[src/rtl/ex_muldiv.sv]
// Iterative EX-stage multiply/divide unit with private HI/LO registers.
// Define MULDIV_FAST_MUL_EN to replace the shift-add multiply with a single-cycle multiplier.
module ex_muldiv (
   input  logic        CLK,
   input  logic        nRST,
   input  logic        start,
   input  logic [1:0]  op,
   input  logic [31:0] opa,
   input  logic [31:0] opb,
   input  logic        abort,
   input  logic        hi_wen,
   input  logic        lo_wen,
   input  logic [31:0] wdat,
   output logic        busy,
   output logic        done,
   output logic [31:0] hi,
   output logic [31:0] lo
);

   typedef enum logic [1:0] {IDLE, MUL, DIV, FIX} state_t;

   state_t      state, next_state;
   logic [1:0]  op_q;
   logic        neg_res, neg_rem, div_zero;
   logic [5:0]  cnt;
   logic [63:0] acc;
   logic [31:0] mcand;
   logic [31:0] rem;

   logic        signed_op;
   logic [31:0] mag_a, mag_b;
   logic [32:0] div_shift, div_trial;
   logic [63:0] prod_fix;
   logic [31:0] quo_fix, rem_fix;
`ifdef MULDIV_FAST_MUL_EN
   logic [63:0] fast_prod;
`else
   logic [32:0] mul_sum;
`endif

   // MULT/DIV (op[0]=0) work on magnitudes; the sign is reapplied in FIX.
   assign signed_op = ~op[0];
   assign mag_a     = (signed_op && opa[31]) ? -opa : opa;
   assign mag_b     = (signed_op && opb[31]) ? -opb : opb;

   // Multiply keeps the multiplier in acc[31:0]; divide shifts the dividend out of
   // acc[31:0] while the quotient shifts in behind it. mcand holds multiplicand/divisor.
`ifdef MULDIV_FAST_MUL_EN
   assign fast_prod = {32'b0, mcand} * {32'b0, acc[31:0]};
`else
   assign mul_sum   = {1'b0, acc[63:32]} + (acc[0] ? {1'b0, mcand} : 33'b0);
`endif
   assign div_shift = {rem, acc[31]};
   assign div_trial = div_shift - {1'b0, mcand};

   // Divide-by-zero needs no HI special case: the magnitude remainder equals the
   // dividend magnitude, so restoring the dividend's sign reproduces opa.
   assign prod_fix = neg_res ? -acc : acc;
   assign quo_fix  = div_zero ? 32'hFFFF_FFFF : (neg_res ? -acc[31:0] : acc[31:0]);
   assign rem_fix  = neg_rem ? -rem : rem;

   assign busy = (state != IDLE);

   always_ff @(posedge CLK or negedge nRST) begin
      if (!nRST) state <= IDLE;
      else       state <= next_state;
   end

   always_comb begin
      next_state = state;
      case (state)
         IDLE: if (start && !abort) next_state = op[1] ? DIV : MUL;
`ifdef MULDIV_FAST_MUL_EN
         MUL:  next_state = FIX;
`else
         MUL:  if (cnt == 6'd31) next_state = FIX;
`endif
         DIV:  if (cnt == 6'd31) next_state = FIX;
         FIX:  next_state = IDLE;
         default: next_state = IDLE;
      endcase
      if (state != IDLE && abort) next_state = IDLE;
   end

   always_ff @(posedge CLK or negedge nRST) begin
      if (!nRST) begin
         op_q     <= 2'b00;
         neg_res  <= 1'b0;
         neg_rem  <= 1'b0;
         div_zero <= 1'b0;
         cnt      <= 6'd0;
         acc      <= 64'd0;
         mcand    <= 32'd0;
         rem      <= 32'd0;
         hi       <= 32'd0;
         lo       <= 32'd0;
         done     <= 1'b0;
      end else begin
         done <= 1'b0;
         case (state)
            IDLE: begin
               if (hi_wen) hi <= wdat;
               if (lo_wen) lo <= wdat;
               if (start && !abort) begin
                  op_q     <= op;
                  neg_res  <= signed_op && (opa[31] ^ opb[31]);
                  neg_rem  <= signed_op && opa[31];
                  div_zero <= op[1] && (opb == 32'd0);
                  cnt      <= 6'd0;
                  rem      <= 32'd0;
                  acc      <= {32'd0, op[1] ? mag_a : mag_b};
                  mcand    <= op[1] ? mag_b : mag_a;
               end
            end
            MUL: begin
`ifdef MULDIV_FAST_MUL_EN
               acc <= fast_prod;
`else
               acc <= {mul_sum, acc[31:1]};
`endif
               cnt <= cnt + 6'd1;
            end
            DIV: begin
               rem        <= div_trial[32] ? div_shift[31:0] : div_trial[31:0];
               acc[31:0]  <= {acc[30:0], ~div_trial[32]};
               cnt        <= cnt + 6'd1;
            end
            FIX: begin
               if (!abort) begin
                  if (op_q[1]) begin
                     hi <= rem_fix;
                     lo <= quo_fix;
                  end else begin
                     hi <= prod_fix[63:32];
                     lo <= prod_fix[31:0];
                  end
                  done <= 1'b1;
               end
            end
            default: ;
         endcase
      end
   end

endmodule

[config.mk]
export PLATFORM = sky130hd
export DESIGN_NAME = ex_muldiv
export DESIGN_NICKNAME = d
export VERILOG_FILES = /design/src/rtl/ex_muldiv.sv
export SDC_FILE = /design/constraint.sdc
export NUM_CORES = 1
export LEC_CHECK = 0
export CAP_MARGIN = 15
export CELL_PAD_IN_SITES_DETAIL_PLACEMENT = 2
export CELL_PAD_IN_SITES_GLOBAL_PLACEMENT = 2
export CORE_MARGIN = 2
export CORE_UTILIZATION = 28
export CTS_CLUSTER_SIZE = 14
export DETAILED_ROUTE_END_ITERATION = 6
export PLACE_DENSITY_LB_ADDON = 0.1
export SLEW_MARGIN = 40
export SYNTH_ARGS = -nofsm -noshare
export SYNTH_HDL_FRONTEND = slang
export SYNTH_SLANG_ARGS = --single-unit
[constraint.sdc]
create_clock -name CLK -period 5.52 [get_ports CLK]
set_input_delay 1.38 -clock CLK [delete_from_list [all_inputs] [get_ports CLK]]
set_output_delay 1.38 -clock CLK [all_outputs]
set_load 0.01 [all_outputs]
==> impl_metrics.json <==
{
  "irDropWorstVdd_mv": 0.252,
  "drc": 0,
  "ys_async_sr_fraction_pct": 100,
  "grt_util_all_layers_pct": 23.3,
  "clkLatencyLatePin_ns": 0.57,
  "cp_cell_sequence": "clkinv_1, buf_4, nor2_1, ha_1, a211o_1, o32ai_1, o211ai_1, a311oi_1, o21ai_0, or4_1, nand3_1",
  "max_freq_ghz": 0.237,
  "status": "completed",
  "ys_ff_latch": 205,
  "grt_remaining_overflow": 0,
  "power.density_nw_per_um2": 630,
  "vias": 16400,
  "drive_above_1_share_pct": 5.37,
  "finalInstanceArea_sq_um": 20000,
  "crit_type": "flop to flop",
  "boundaryPins": 170,
  "slew-limit-headroom_pct": 46.9,
  "syn_to_final_growth_pct": 20.5,
  "synth_area_sq_um": 16600,
  "grt_pass1_vias": 17300,
  "ant_nets": 0,
  "finalCritPeriodShare_pct": 76.3,
  "htreeDepth": 1,
  "rows": 89,
  "p_sw_w": 0.00636,
  "synth_edf_count": 0,
  "reg2reg_from": "acc[0]",
  "dp_slack_ns": 0.862,
  "tightest_slew_ns": 0.797,
  "synthFlopType": "dfrtp_1",
  "first_pass_iters": 5,
  "cp_slowest_cell": "a311oi_1",
  "seqPwrFrac_pct": 23.9,
  "initial_utilization_pct": 28.2,
  "avgSynthCellArea_sq_um": 7.84,
  "final_util_pct": 34.0,
  "cts_root_buffer": "clkbuf_16",
  "p_int_w": 0.00625,
  "hold_viol": 0,
  "p_total_w": 0.0126,
  "synth_seq_area_share_pct": 30.8,
  "tns_ns": 0,
  "yosysUniqueCellTypes": 79,
  "cp_data_arrival_time_ns": 4.71,
  "power_frac_comb_pct": 61.4,
  "vias_per_cell": 5.45,
  "drv_slew": 0,
  "dp_hpwl_mm": 57.7,
  "r2r_slack_ns": 1.31,
  "cts_made_buffers": 27,
  "wl_per_cell_um": 23.9,
  "clockBufferDepth": 3,
  "wl_mm": 71.9,
  "cp.buffers_inverters": 2,
  "die_w_um": 248,
  "netSwitchingFraction_pct": 50.4,
  "cts_tree": "done",
  "worstHoldPathCells": 2,
  "finalNetCount": 2393,
  "postPlaceCellArea_sq_um": 19100,
  "syn_inst": 2121,
  "setup_slack_ns": 1.31,
  "antenna_found_initial": 4,
  "holdPathEnd": "lo[28]",
  "grt_max_degree": 100,
  "maxCapViolations": 0,
  "required_ns": 6.02,
  "io_buffers": 169,
  "min_period_ns": 4.21,
  "clock-sinks": 205,
  "die-area_sq_um": 61400,
  "core_area_sq_um": 58900,
  "hold_buffers": 0,
  "worstSetupEndpointType": "flop",
  "final_cell_mix": "nand2_1 (255), o21ai_0 (254), dfrtp_1 (202)",
  "place_congestion": 0.856,
  "clock_power_share_pct": 14.7,
  "syn_nets": 2300,
  "synth_warnings": 0,
  "worstHoldStart": "lo[28]",
  "cts.repair.resized": 0,
  "reg2reg_depth": 11,
  "skew_ns": 0.0129,
  "cp_max_fo": 33,
  "power_leakage_nw": 8.22,
  "cp_top_family": "compound AO/OA/AOI/OAI gates",
  "final-setup-viol-count": 0,
  "clkSlewWorstSetupHoldPaths_ns": 0.06,
  "max_stage_delay_ns": 0.55,
  "reg2reg_to": "acc[59]",
  "die_h_um": 248,
  "post_cts_buffers": 0,
  "drt_iter0_drc": 821,
  "hold_class": "flop to flop",
  "final_common_cell": "nand2_1",
  "grt_pass1_wl_mm": 109,
  "rsz0062_at_grt": "no",
  "worstSetupStartpointType": "flop"
}
-- state kept, by name (all words and copies together), names as in the netlist, 2 cells and up --
register,flops
acc,64
hi,32
state,2
lo,32
rem,32
cnt,6
mcand,32
-- stage by stage --
| stage | std cells | hold slack (ns) |
|---|---|---|
| floorplan | 2121 | 0.439 |
| global placement | 2957 | 0.464 |
| detailed placement | 2958 | 0.475 |
| CTS | 3007 | 0.488 |
| global route | 3008 | 0.517 |
| finish | 3008 | 0.482 |
-- power by group through the flow --
stage               Clock [W]  Combinational (W)  Sequential, W
CTS                   0.00191            0.00778        0.00303
global placement            0            0.00750        0.00302
finish                0.00186            0.00774        0.00302
floorplan                   0            0.00513        0.00270
detailed placement          0            0.00773        0.00306
global route          0.00196            0.00863        0.00313
-- worst min-delay path, cell delays in order, from the launching register on --
cell     delay (ns)
dfrtp_1        0.34
nand2_1        0.05
o21ai_0        0.06
-- cell usage after synthesis, types with 7 or more instances --
library cell / count / share of area [%]
xnor2_1: 137 / 7.2
o21ai_0: 255 / 7.7
a31oi_1: 11 / 0.41
nand4_1: 8 / 0.30
clkbuf_1: 120 / 2.7
nor3_1: 30 / 0.90
ha_1: 73 / 5.5
o21bai_1: 11 / 0.50
dfrtp_1: 205 / 31
or4_1: 17 / 0.77
xor2_1: 65 / 3.4
o31ai_1: 52 / 2.3
mux2i_1: 30 / 1.8
nand2b_1: 20 / 0.75
or2_2: 7 / 0.26
o41ai_1: 13 / 0.68
and2_1: 9 / 0.34
a221o_1: 20 / 1.2
nand3_1: 29 / 0.87
o211ai_1: 14 / 0.63
a21o_1: 28 / 1.3
o22ai_1: 37 / 1.4
a211oi_1: 19 / 0.86
a21oi_1: 196 / 5.9
nor2b_1: 21 / 0.79
buf_1: 9 / 0.20
nand2_1: 258 / 5.8
o21a_1: 14 / 0.63
or3_1: 26 / 0.98
o21ai_1: 9 / 0.27
nor4_1: 21 / 0.79
nor3b_1: 28 / 1.3
inv_1: 64 / 1.4
a22oi_1: 7 / 0.32
nor2_1: 159 / 3.6
-- routing by layer --
metal	vias up	GRT usage, %	part of all wire (%)
met1	8210	33.3	49
met5	-	0	0
met3	67	1.89	3.5
met2	277	37.2	44
li1	7846	-	-
met4	0	7.10	3.0
-- area by class of cell --
class,instances,area [sq um]
repair buffers,201,1950
diodes,1,2.50
flip-flops and latches,205,5130
inverters,66,248
well taps,773,967
multi-input cells,1713,10800
fillers,6687,38900
clock buffers,39,821
clock inverters,10,114
-- cells by family after synthesis --
kind of cell | Yosys count | share of synthesized area [%]
AND/OR/NAND/NOR | 660 | 18.8
adder cells (fa/ha/maj) | 75 | 5.73
AO/OA/AOI/OAI | 745 | 27.4
multiplexers | 31 | 1.87
flip-flops | 205 | 30.8
XOR/XNOR | 202 | 10.6
buffers and inverters | 203 | 4.69
-- how the worst max path moves through the flow --
| stage | slack (ns) | endpoint | start | cells past startpoint |
|---|---|---|---|---|
| after floorplan | 1.78 | acc[25] | opb[13] | 9 |
| after global placement | 0.98 | mcand[28] | opa[3] | 10 |
| after detailed placement | 0.86 | mcand[28] | opa[3] | 10 |
| after CTS | 1.26 | acc[59] | acc[0] | 12 |
| after global routing | 0.92 | acc[59] | acc[0] | 12 |
| final | 1.31 | acc[59] | acc[0] | 11 |
Power figures use the tool's default switching activity.
